`config.mk`:
```
export PLATFORM = sky130hd
export DESIGN_NAME = pwm_output_stage
export DESIGN_NICKNAME = d
export VERILOG_FILES = /design/src/rtl/pwm_output_stage.sv
export SDC_FILE = /design/constraint.sdc
export NUM_CORES = 1
export LEC_CHECK = 0
export CAP_MARGIN = 15
export CORE_MARGIN = 2
export CORE_UTILIZATION = 42
export CTS_CLUSTER_SIZE = 40
export DETAILED_ROUTE_END_ITERATION = 16
export HOLD_SLACK_MARGIN = 0.06
export PLACE_DENSITY = 0.76
export SLEW_MARGIN = 20
export SYNTH_ARGS = -nofsm -noshare
export SYNTH_HDL_FRONTEND = slang
export SYNTH_SLANG_ARGS = --single-unit
```
`constraint.sdc`:
```
create_clock -name clk -period 1.8 [get_ports clk]
set_input_delay 0.18 -clock clk [delete_from_list [all_inputs] [get_ports clk]]
set_output_delay 0.18 -clock clk [all_outputs]
set_load 0.005 [all_outputs]
```
`src/rtl/pwm_output_stage.sv`:
```
// PWM output stage: prescaler, 8-bit period counter, period-boundary duty shadow
// and per-pad enable/PWM muxing into registered 16-bit pad drive.

module pwm_lane (
    input  logic clk,
    input  logic rst,
    input  logic en_out,
    input  logic en_pwm,
    input  logic pwm_lvl,
    output logic out_q
);
    logic out_d;

    always_comb begin
        out_d = en_out & (~en_pwm | pwm_lvl);
    end

    always_ff @(posedge clk or posedge rst) begin
        if (rst) out_q <= 1'b0;
        else     out_q <= out_d;
    end
endmodule

module pwm_output_stage #(
    parameter int CLK_DIV = 13,
    parameter int PRE_W   = 8
) (
    input  logic        clk,
    input  logic        rst,
    input  logic [7:0]  en_reg_out_7_0,
    input  logic [7:0]  en_reg_out_15_8,
    input  logic [7:0]  en_reg_pwm_7_0,
    input  logic [7:0]  en_reg_pwm_15_8,
    input  logic [7:0]  pwm_duty_cycle,
    output logic [15:0] out,
    output logic        period_start
);
    localparam int NUM_LANES = 16;
    localparam logic [PRE_W-1:0] PRE_MAX = PRE_W'(CLK_DIV - 1);

    logic [PRE_W-1:0] pre_cnt_q, pre_cnt_d;
    logic [7:0]       pwm_cnt_q, pwm_cnt_d;
    logic [7:0]       duty_q, duty_d;
    logic             period_start_q, period_start_d;
    logic             tick, wrap, pwm_lvl;
    logic [NUM_LANES-1:0] en_out, en_pwm;

    always_comb begin
        tick      = (pre_cnt_q == PRE_MAX);
        pre_cnt_d = tick ? '0 : pre_cnt_q + 1'b1;
        pwm_cnt_d = tick ? pwm_cnt_q + 8'd1 : pwm_cnt_q;
        // Duty is sampled only on the 255->0 step so each period is glitch-free
        wrap           = tick && (pwm_cnt_q == 8'hFF);
        duty_d         = wrap ? pwm_duty_cycle : duty_q;
        period_start_d = wrap;
        // 0xFF is full-on rather than 255/256
        pwm_lvl = (duty_q == 8'hFF) || (pwm_cnt_q < duty_q);
        en_out  = {en_reg_out_15_8, en_reg_out_7_0};
        en_pwm  = {en_reg_pwm_15_8, en_reg_pwm_7_0};
    end

    always_ff @(posedge clk or posedge rst) begin
        if (rst) begin
            pre_cnt_q      <= '0;
            pwm_cnt_q      <= 8'h00;
            duty_q         <= 8'h00;
            period_start_q <= 1'b0;
        end else begin
            pre_cnt_q      <= pre_cnt_d;
            pwm_cnt_q      <= pwm_cnt_d;
            duty_q         <= duty_d;
            period_start_q <= period_start_d;
        end
    end

    for (genvar i = 0; i < NUM_LANES; i++) begin : g_lane
        pwm_lane u_lane (
            .clk     (clk),
            .rst     (rst),
            .en_out  (en_out[i]),
            .en_pwm  (en_pwm[i]),
            .pwm_lvl (pwm_lvl),
            .out_q   (out[i])
        );
    end

    assign period_start = period_start_q;
endmodule

```
==> Word-level counts from Yosys, hierarchy flattened <==
Index checks and enable logic that the tools add are counted.
{ "totals": {"output_inout_bits": 17, "elab_cells": 77, "register_bits": 41, "input_bits": 42} }
{ "classes": {"n_lt_le_gt_ge": 1, "n_reduce_logical": 2, "n_bitwise": 48, "mux": 1, "n_eq_ne": 3, "add_sub_neg": 2} }
{ "ops": {"columns": ["cell", "count"], "rows": [
  ["$add 8x1->8 const B", 2],
  ["$and 1x1->1", 16],
  ["$eq 8x8->1 const B", 2],
  ["$not 1->1", 16],
  ["$or 1x1->1", 16],
  ["$eq 8x4->1 const B", 1],
  ["$lt 8x8->1", 1],
  ["$mux 8", 1],
  ["$logic_and 1x1->1", 1],
  ["$logic_or 1x1->1", 1]
]} }

==> Logic depth before layout (Yosys ltp) <==
{ "logic_depth": {"ltp_word": 4, "depth_mapped": 7} }

==> Hierarchy <==
Synthesis repeated with hierarchy kept, for this count alone.
{ "hier_totals": {"cells_unflattened": 175, "hier_area_um2": 1919.3} }
{ "modules_own_cells": {"columns": ["module", "n_inst", "cells_each", "seq_area_each_um2", "area_per_inst_um2"], "rows": [
  ["pwm_output_stage", 1, 111, 625.6, 1278.7],
  ["pwm_lane", 16, 4, 25.0, 40.0]
]} }

==> Worst setup path before layout <==
Ideal clock, no wire load.
{ "synth_timing": {"path_type": "flip-flop to flip-flop", "from": "reg pwm_cnt_q[5]", "to": "reg g_lane[0].u_lane.out_q", "stages_incl_launch_ff": 7, "arrival_time_ns": 1.769, "synth_period_minus_slack_ns": 1.904, "setup_time_ns": 0.135, "slack_ns": -0.104, "cell_sequence": "dfrtp_1 ha_1 and4_1 o21ai_0 o32ai_1 clkbuf_1 a21boi_0"} }
{ "synth_via": {"elab_chain_cells": 4} }
{ "synth_lines": {"columns": ["element", "line_no", "source"], "rows": [
  ["start: declaration", "42", "logic [7:0] pwm_cnt_q, pwm_cnt_d;"],
  ["start signal: assignment", "70", "pwm_cnt_q <= pwm_cnt_d;"],
  ["$lt 8x8->1", "57", "pwm_lvl = (duty_q == 8'hFF) || (pwm_cnt_q < duty_q);"],
  ["$logic_or 1x1->1", "57", null],
  ["$or 1x1->1", "15", "out_d = en_out & (~en_pwm | pwm_lvl);"],
  ["$and 1x1->1", "15", null],
  ["net g_lane[0].u_lane.out_d", "12", "logic out_d;"],
  ["end signal: assignment", "20", "else out_q <= out_d;"],
  ["end: declaration", "10", "output logic out_q"]
]} }
The timed path passes the listed nets, and every way through them passes these cells.
A chain may end at the register's enable or synchronous reset.

==> Worst setup path after layout <==
{ "layout_timing": {"from": "reg duty_q[7]", "to": "reg g_lane[3].u_lane.out_q"} }
{ "layout_via": {"elab_chain_cells": 4} }
{ "layout_lines": {"columns": ["element", "line_no", "source"], "rows": [
  ["start: declaration", "43", "logic [7:0] duty_q, duty_d;"],
  ["start signal: assignment", "71", "duty_q <= duty_d;"],
  ["$lt 8x8->1 / $eq 8x8->1 (equally long branches)", "57", null],
  ["$logic_or 1x1->1 (*)", "57", null],
  ["$or 1x1->1 (*)", "15", null],
  ["$and 1x1->1 (*)", "15", null],
  ["net g_lane[3].u_lane.out_d", "12", null],
  ["end signal: assignment", "20", null],
  ["end: declaration", "10", null]
]} }
Mark *: on every way through the listed nets, which the timed path passes. The rest lies on a longest branch.

==> results.cfg <==
[routing]
routed_wl_um = 3750
viasPerCell = 4.896
wl_per_cell_um = 13.49
antenna_left = 0
drtIter0Drc = 51
vias = 1361
first_pass_iters = 4
drc_errors = 0

[final_layout]
diodes = 0
utilization_pct = 62.82
post_route_cells_drive_above_1_share_pct = 19.47
fin_cells = 278
synthToLayoutAreaGrowth_pct = 44.10
final_area_um2 = 2735
fin_nets = 277
num-fill-cells = 337

[setup_path]
cp.arrival_ns = 1.95
worstPathRequired_ns = 2.00
path_class = register to register
path_buf_inv = 3
cp-startpoint = duty_q[7]
critPathLaunchType = register
crit_path_cell_trace = inv_1 > ha_1 > buf_4 > a41o_1 > a21oi_2 > o32ai_4 > buf_12 > a21boi_0
worst_path_max_delay_cell = dfrtp_1
worstReg2RegStart = duty_q[7]
setup.worst_path.end_class = register
crit_fanout = 16
cpLargestDelayFamily = compound AO/OA/AOI/OAI gates
slowest_delay_ns = 0.36

[place]
hpwl_um = 2821
place_ws_ns = -0.3841
port_buffers = 58
postPlaceCellArea_um2 = 2579
dp_cells = 269
routabilityCongestion = 0.7528

[grt]
grt_pass1_wl_um = 6361
grt_overflow = 0
antenna_found_initial = 0
grt_max_degree = 42
grt_pass1_vias = 1447
grt_use_total_pct = 15.92

[synth]
netlist_top_cells_count = dfrtp_1 (41), a21boi_0 (16), buf_4 (16)
ys_ff_latch = 41
ys_warn_count = 0
synth_edf_count = 0
synth_top_cell_by_area = dfrtp_1
synth_most_common_cell = dfrtp_1
syn_nets = 210
synth_area_um2 = 1898
synth_flop_cell = dfrtp_1
async_reset_ff_share_pct = 100.0
syn_area_per_cell_um2 = 12.01
yosysSeqAreaShare_pct = 54.05
syn_inst = 158
yosysTopAreaCellShare_pct = 54.05
synth_cell_types = 29
synth.area.top_cells = dfrtp_1 (54%), ha_1 (6.6%), a21boi_0 (6.3%)

[power_and_ir_drop]
clkPwrFrac_pct = 36.5
leakage_nw = 1.256
intPower_mw = 1.402
switching_share_pct = 19.21
combPwrFrac_pct = 9.2
pwr-share-seq_pct = 54.3
peakVddDrop_mv = 0.4327
switching_power_mw = 0.3334
p_per_area_nw_per_um2 = 634.6

[clock_tree]
htreeDepth = 2
clock-sinks = 41
cts_buffers = 5
clock_latency_ns = 0.28
cts_root_buf = clkbuf_8
path_clk_slew_ns = 0.08
cts_buffer_depth = 2
cts_tree = built

[timing]
clock_skew_ns = 0.004868
finalMaxSlewViolations = 0
setup_viol = 0
hold_violations = 0
fin_ws_ns = 0.04457
max_freq_mhz = 569.7
whs_ns = 0.3294
min_period_over_period_pct = 97.52
period_needed_ns = 1.755
rsz0062_at_grt = yes
tightest_slew_ns = 0.5099
relSlewSlack_pct = 66.01

[floorplanning]
core_area_um2 = 4354
die_w_um = 71.23
std_cell_rows = 24
initial_core_util_pct = 43.59
die_h_um = 71.23
fp.dieArea_um2 = 5073
pin_count = 59

[hold_path]
hp-class = input port to asynchronous set/reset pin

[run_status]
status = complete, no violations

[flow_run]
cap_violations = 0
==> cell families after synthesis <==
kind of cell | share of synthesized area, %
adders and majority gates | 6.592
muxes | 4.746
xor gates and xnor gates | 5.999
DFF | 54.05
and+or+nand+nor | 10.81
buffers and inverters | 8.702
AOI/OAI and AO/OA | 9.097
==> registers in the layout (all words and copies together) (netlist names) <==
name / count
pre_cnt_q: 8
period_start: 1
pwm_cnt_q: 8
duty_q: 8
g_lane.u_lane.out_q: 16
==> per-layer routing <==
layer | track usage [%] | wire length, um | part of all wire [%]
met5 | 0 | 0 | 0
met2 | 26.85 | 1943 | 52
met4 | 5.660 | 65 | 1.7
met3 | 5.485 | 258 | 6.9
met1 | 18.96 | 1483 | 40
==> layout by cell type, fill, tap and decap left out, types with 2 or more instances in the layout <==
cell	count
inv_1	10
buf_4	18
xor2_1	6
clkdlybuf4s50_1	58
nand2_1	8
dfrtp_1	40
buf_12	2
a21boi_0	6
nand4_1	6
mux2_2	8
nor2_1	8
xnor2_1	7
ha_1	10
nand3_1	3
clkbuf_8	7
nor3_1	2
a21boi_1	10
==> power groups by stage <==
stage          combinational, mW  sequential [mW]  clock (mW)
4_1_cts                    0.161            0.943       0.653
3_5_place_dp               0.161            0.961           0
2_1_floorplan             0.0535            0.960           0
3_3_place_gp               0.158            0.961           0
6_report                   0.159            0.943       0.633
5_1_grt                    0.175            0.944       0.694
==> worst reg2reg max path, cell delays in order (launching register included) <==
cell      delay (ns)
dfrtp_1         0.36
inv_1           0.06
ha_1            0.28
buf_4           0.14
a41o_1          0.21
a21oi_2         0.17
o32ai_4         0.12
buf_12          0.16
a21boi_0        0.17
==> cell type report <==
type                    instances  area [um^2]  area share (%)
inverters                      10        37.54           1.372
clock inverters                 1        5.005          0.1830
clock buffers                   7        96.34           3.522
flip-flops and latches         41         1027           37.56
repair buffers                 78        755.7           27.63
well taps                      52        65.06           2.379
multi-input cells              89        748.2           27.36
==> stage by stage <==
stage / setup TNS, ns / total power, mW
6_report: 0 / 1.736
5_1_grt: -0.2974 / 1.813
4_1_cts: 0 / 1.757
3_5_place_dp: -5.693 / 1.122
3_3_place_gp: -3.933 / 1.119
2_1_floorplan: 0 / 1.014
==> final timing paths <==
path / slack, ns / to / depth (start not counted)
worst max register to register: 0.04 / g_lane[3].u_lane.out_q / 8
min in group clk: 0.44 / g_lane[6].u_lane.out_q / 2
worst min register to register: 0.52 / pre_cnt_q[0] / 1
max in group asynchronous: 1.10 / pre_cnt_q[5] / 3
worst max-delay path: 0.04 / g_lane[3].u_lane.out_q / 8
worst min-delay path: 0.33 / pwm_cnt_q[2] / 3
==> timing repair <==
action / 4_1_cts / 5_1_grt
setup buffers: 1 / 0
setup endpoints to repair: 16 / 24
pin swaps: 1 / 3
resized for setup: 4 / 12
hold buffers: 0 / 0
Power figures use the tool's default switching activity.
==> RTL edit: new RTL, same flow settings <==
`PRE_W`: 8 -> 12.
--- a/src/rtl/pwm_output_stage.sv
+++ b/src/rtl/pwm_output_stage.sv
@@ -23,7 +23,7 @@
 
 module pwm_output_stage #(
     parameter int CLK_DIV = 13,
-    parameter int PRE_W   = 8
+    parameter int PRE_W   = 12
 ) (
     input  logic        clk,
     input  logic        rst,
Check against the original RTL: same outputs for any inputs over 10 cycles, from zero or initial values and one cycle with rst high; that may be too few to reach the edited logic, so the function may still have changed.
==> RTL edit against the original RTL <==
- largest power group unchanged
- clock skew up 0.0084 ns
- sequential power up 9%
- count of clock-buffer cells in the layout down 2
- design area up 20%
- wire length up 19%
- final cell count up 18%
- setup slack worse by 0.29 ns
- first-iteration DRC count up 25%
- the run now ends with setup timing left
- via count up 13%
- global-route usage up 0.91 points
- power up 15%
- sequential cell count up 4
- area after synthesis up 9.8%
==> RTL edit: results (changes against the original RTL) <==
Status
The flow ran to the end, but the final reports show violations. The checks that failed: setup timing.

Logic synthesis
The mux share of post-synthesis cell area is 0.04862 (+0.001157). The xor and xnor fraction of the mapped netlist area is 0.07143 (+0.01144). The number of different library cells in the post-synthesis netlist came to 32 (+10%). By area the synthesized netlist is led by sky130_fd_sc_hd__dfrtp_1 54%, sky130_fd_sc_hd__ha_1 6.0%, sky130_fd_sc_hd__a21boi_0 5.8%. The count of mapped cells out of synthesis is 172 (+8.9%). The share of the synthesized area in compound gates (AO/OA/AOI/OAI) is 0.08283 (-0.008136).

The number of nets produced by synthesis is 224 (+6.7%). The synthesis warning total is 0 (unchanged). In the synthesized netlist, the cells that appear most often are 45 x sky130_fd_sc_hd__dfrtp_1, 16 x sky130_fd_sc_hd__a21boi_0, 16 x sky130_fd_sc_hd__buf_4. The sequential-to-total area share from yosys stat is 0.5402 (about the same). The adder and majority cell fraction of the synthesized area is 0.06002 (-0.005896). The most common flop cell mapped by yosys is sky130_fd_sc_hd__dfrtp_1.

Global routing
The global-route wire length before repair came to 7003 um (+10%). The largest net degree at the start of global routing is 46 (+9.5%). The all-layer global routing usage is 0.1683 (+0.009054).

The number of global-route vias before repair came to 1,582 (+9.3%).

Placed design
The final HPWL from detailed placement was 3158 um (+12%). The setup slack at placement is -0.3910 ns (-0.006868 ns). The standard cell area after detailed placement is 2950 um2 (+14%).

The last weighted congestion value of the routability-driven placer is 0.8179 (+8.6%). The post-placement cell count was 315 (+17%).

STA
The measured slew at the worst slew-check pin is 0.4191 ns (-0.09078 ns). The post-route clock skew was 0.01330 ns (+0.008430 ns). The final total negative setup slack came to -2.584 ns (-2.584 ns).

The final number of setup-violating endpoints is 16 (+16). The final worst-path setup slack is -0.2427 ns (-0.2873 ns).

Setup path
The start of the worst register-to-register path is pre_cnt_q[11]. The arrival time at the worst endpoint is 2.23 ns (+0.28 ns). The maximum fanout count along the critical path is 9 (-7).

The slowest stage of the critical path is the sky130_fd_sc_hd__or4_4 cell. The largest incremental delay on the critical path is 0.54 ns (+0.18 ns). The last element of the critical path is duty_q[5]. The worst reg-to-reg path cell count is 5 (-3).

Power
The maximum vdd drop came to 0.4614 mV (+6.6%). The total leakage power is 1.483 nW (+18%).

Routing
The initial detailed-routing violation count is 64 (+25%). The routed length per instance was 13.65 um (+1.2%). The via count of the routed design is 1,537 (+13%).

The number of optimization iterations in the first detailed-route pass is 4 (unchanged).

Clock network
The clock latency reported for the late side of the worst-skew pair was 0.30 ns (+0.02 ns). The number of buffers inserted during clock tree synthesis was 5 (unchanged). The maximum count of clock buffers along a single path is 2 (unchanged).

Final layout
In the final layout, the registers with the most flip-flops are g_lane.u_lane.out_q x16, pre_cnt_q x12. The number of flip-flops in the largest register is 16 (unchanged). The final net count is 311 (+12%). The share of post-route cells with drive strength above 1 was 0.3077 (+0.1130). The count of non-filler cells in the finished layout was 327 (+18%).
==> RTL edit: changes by cell type after synthesis, moves of 2 or more <==
cell                      before  now
sky130_fd_sc_hd__nor2_1        8    6
sky130_fd_sc_hd__nand3_1       3    7
sky130_fd_sc_hd__nand4_1       6    4
sky130_fd_sc_hd__dfrtp_1      41   45
sky130_fd_sc_hd__and4_1        1    3
sky130_fd_sc_hd__xnor2_1       7   10
sky130_fd_sc_hd__nand2_1       8    6
==> RTL edit: area by class of cell <==
type	count	area [um2]
Inverter	11	41.29
Multi-Input combinational cell	99	958.4
Timing Repair Buffer	97	943.4
Tap cell	67	83.83
Clock buffer	5	68.82
Clock inverter	3	47.55
Sequential cell	45	1126
Fill cell	357	1485
==> RTL edit: critical path, delay by kind of cell, from the launching register on <==
family                 cells  cell delay, ns
buffers and inverters      1            0.17
AND/OR/NAND/NOR            3            1.06
multiplexers               1            0.30
flip-flops                 1            0.40
==> RTL edit: what timing repair did <==
item / 4_1_cts / 5_1_grt
setup endpoints to repair: 29 / 28
pin swaps: 7 / 11
gates resized for setup: 14 / 31
buffers inserted: 2 / 1
gates cloned: 0 / 1
==> RTL edit: routing by layer <==
layer,track usage,wire length [um],vias up
met5,0,0,-
met4,0.06349,63,0
met3,0.05285,174,10
met2,0.2940,2465,30
met1,0.1927,1760,741
li1,-,-,756
==> RTL edit: kinds of logic (layout without fill, tap and decap cells) <==
| family | after synthesis | after routing |
|---|---|---|
| AO/OA/AOI/OAI | 23 | 23 |
| XOR/XNOR | 17 | 17 |
| adder cells (fa/ha/maj) | 10 | 10 |
| buffers and inverters | 28 | 116 |
| flip-flops | 45 | 45 |
| multiplexers | 9 | 9 |
| AND/OR/NAND/NOR | 40 | 40 |
==> RTL edit: power by group <==
part           total [mW]  internal, mW  switching (mW)
logic               0.175         0.126          0.0484
clock network       0.786         0.423           0.363
registers            1.03          1.03         0.00455
total                1.99          1.58           0.416
==> RTL edit: how the worst min path moves through the flow <==
stage                              endpoint  slack [ns]
finish              g_lane[10].u_lane.out_q        0.22
detailed placement                duty_q[0]        0.52
floorplan            g_lane[0].u_lane.out_q        0.28
global placement               pwm_cnt_q[0]        0.53
global route        g_lane[10].u_lane.out_q        0.24
CTS                  g_lane[6].u_lane.out_q        0.21
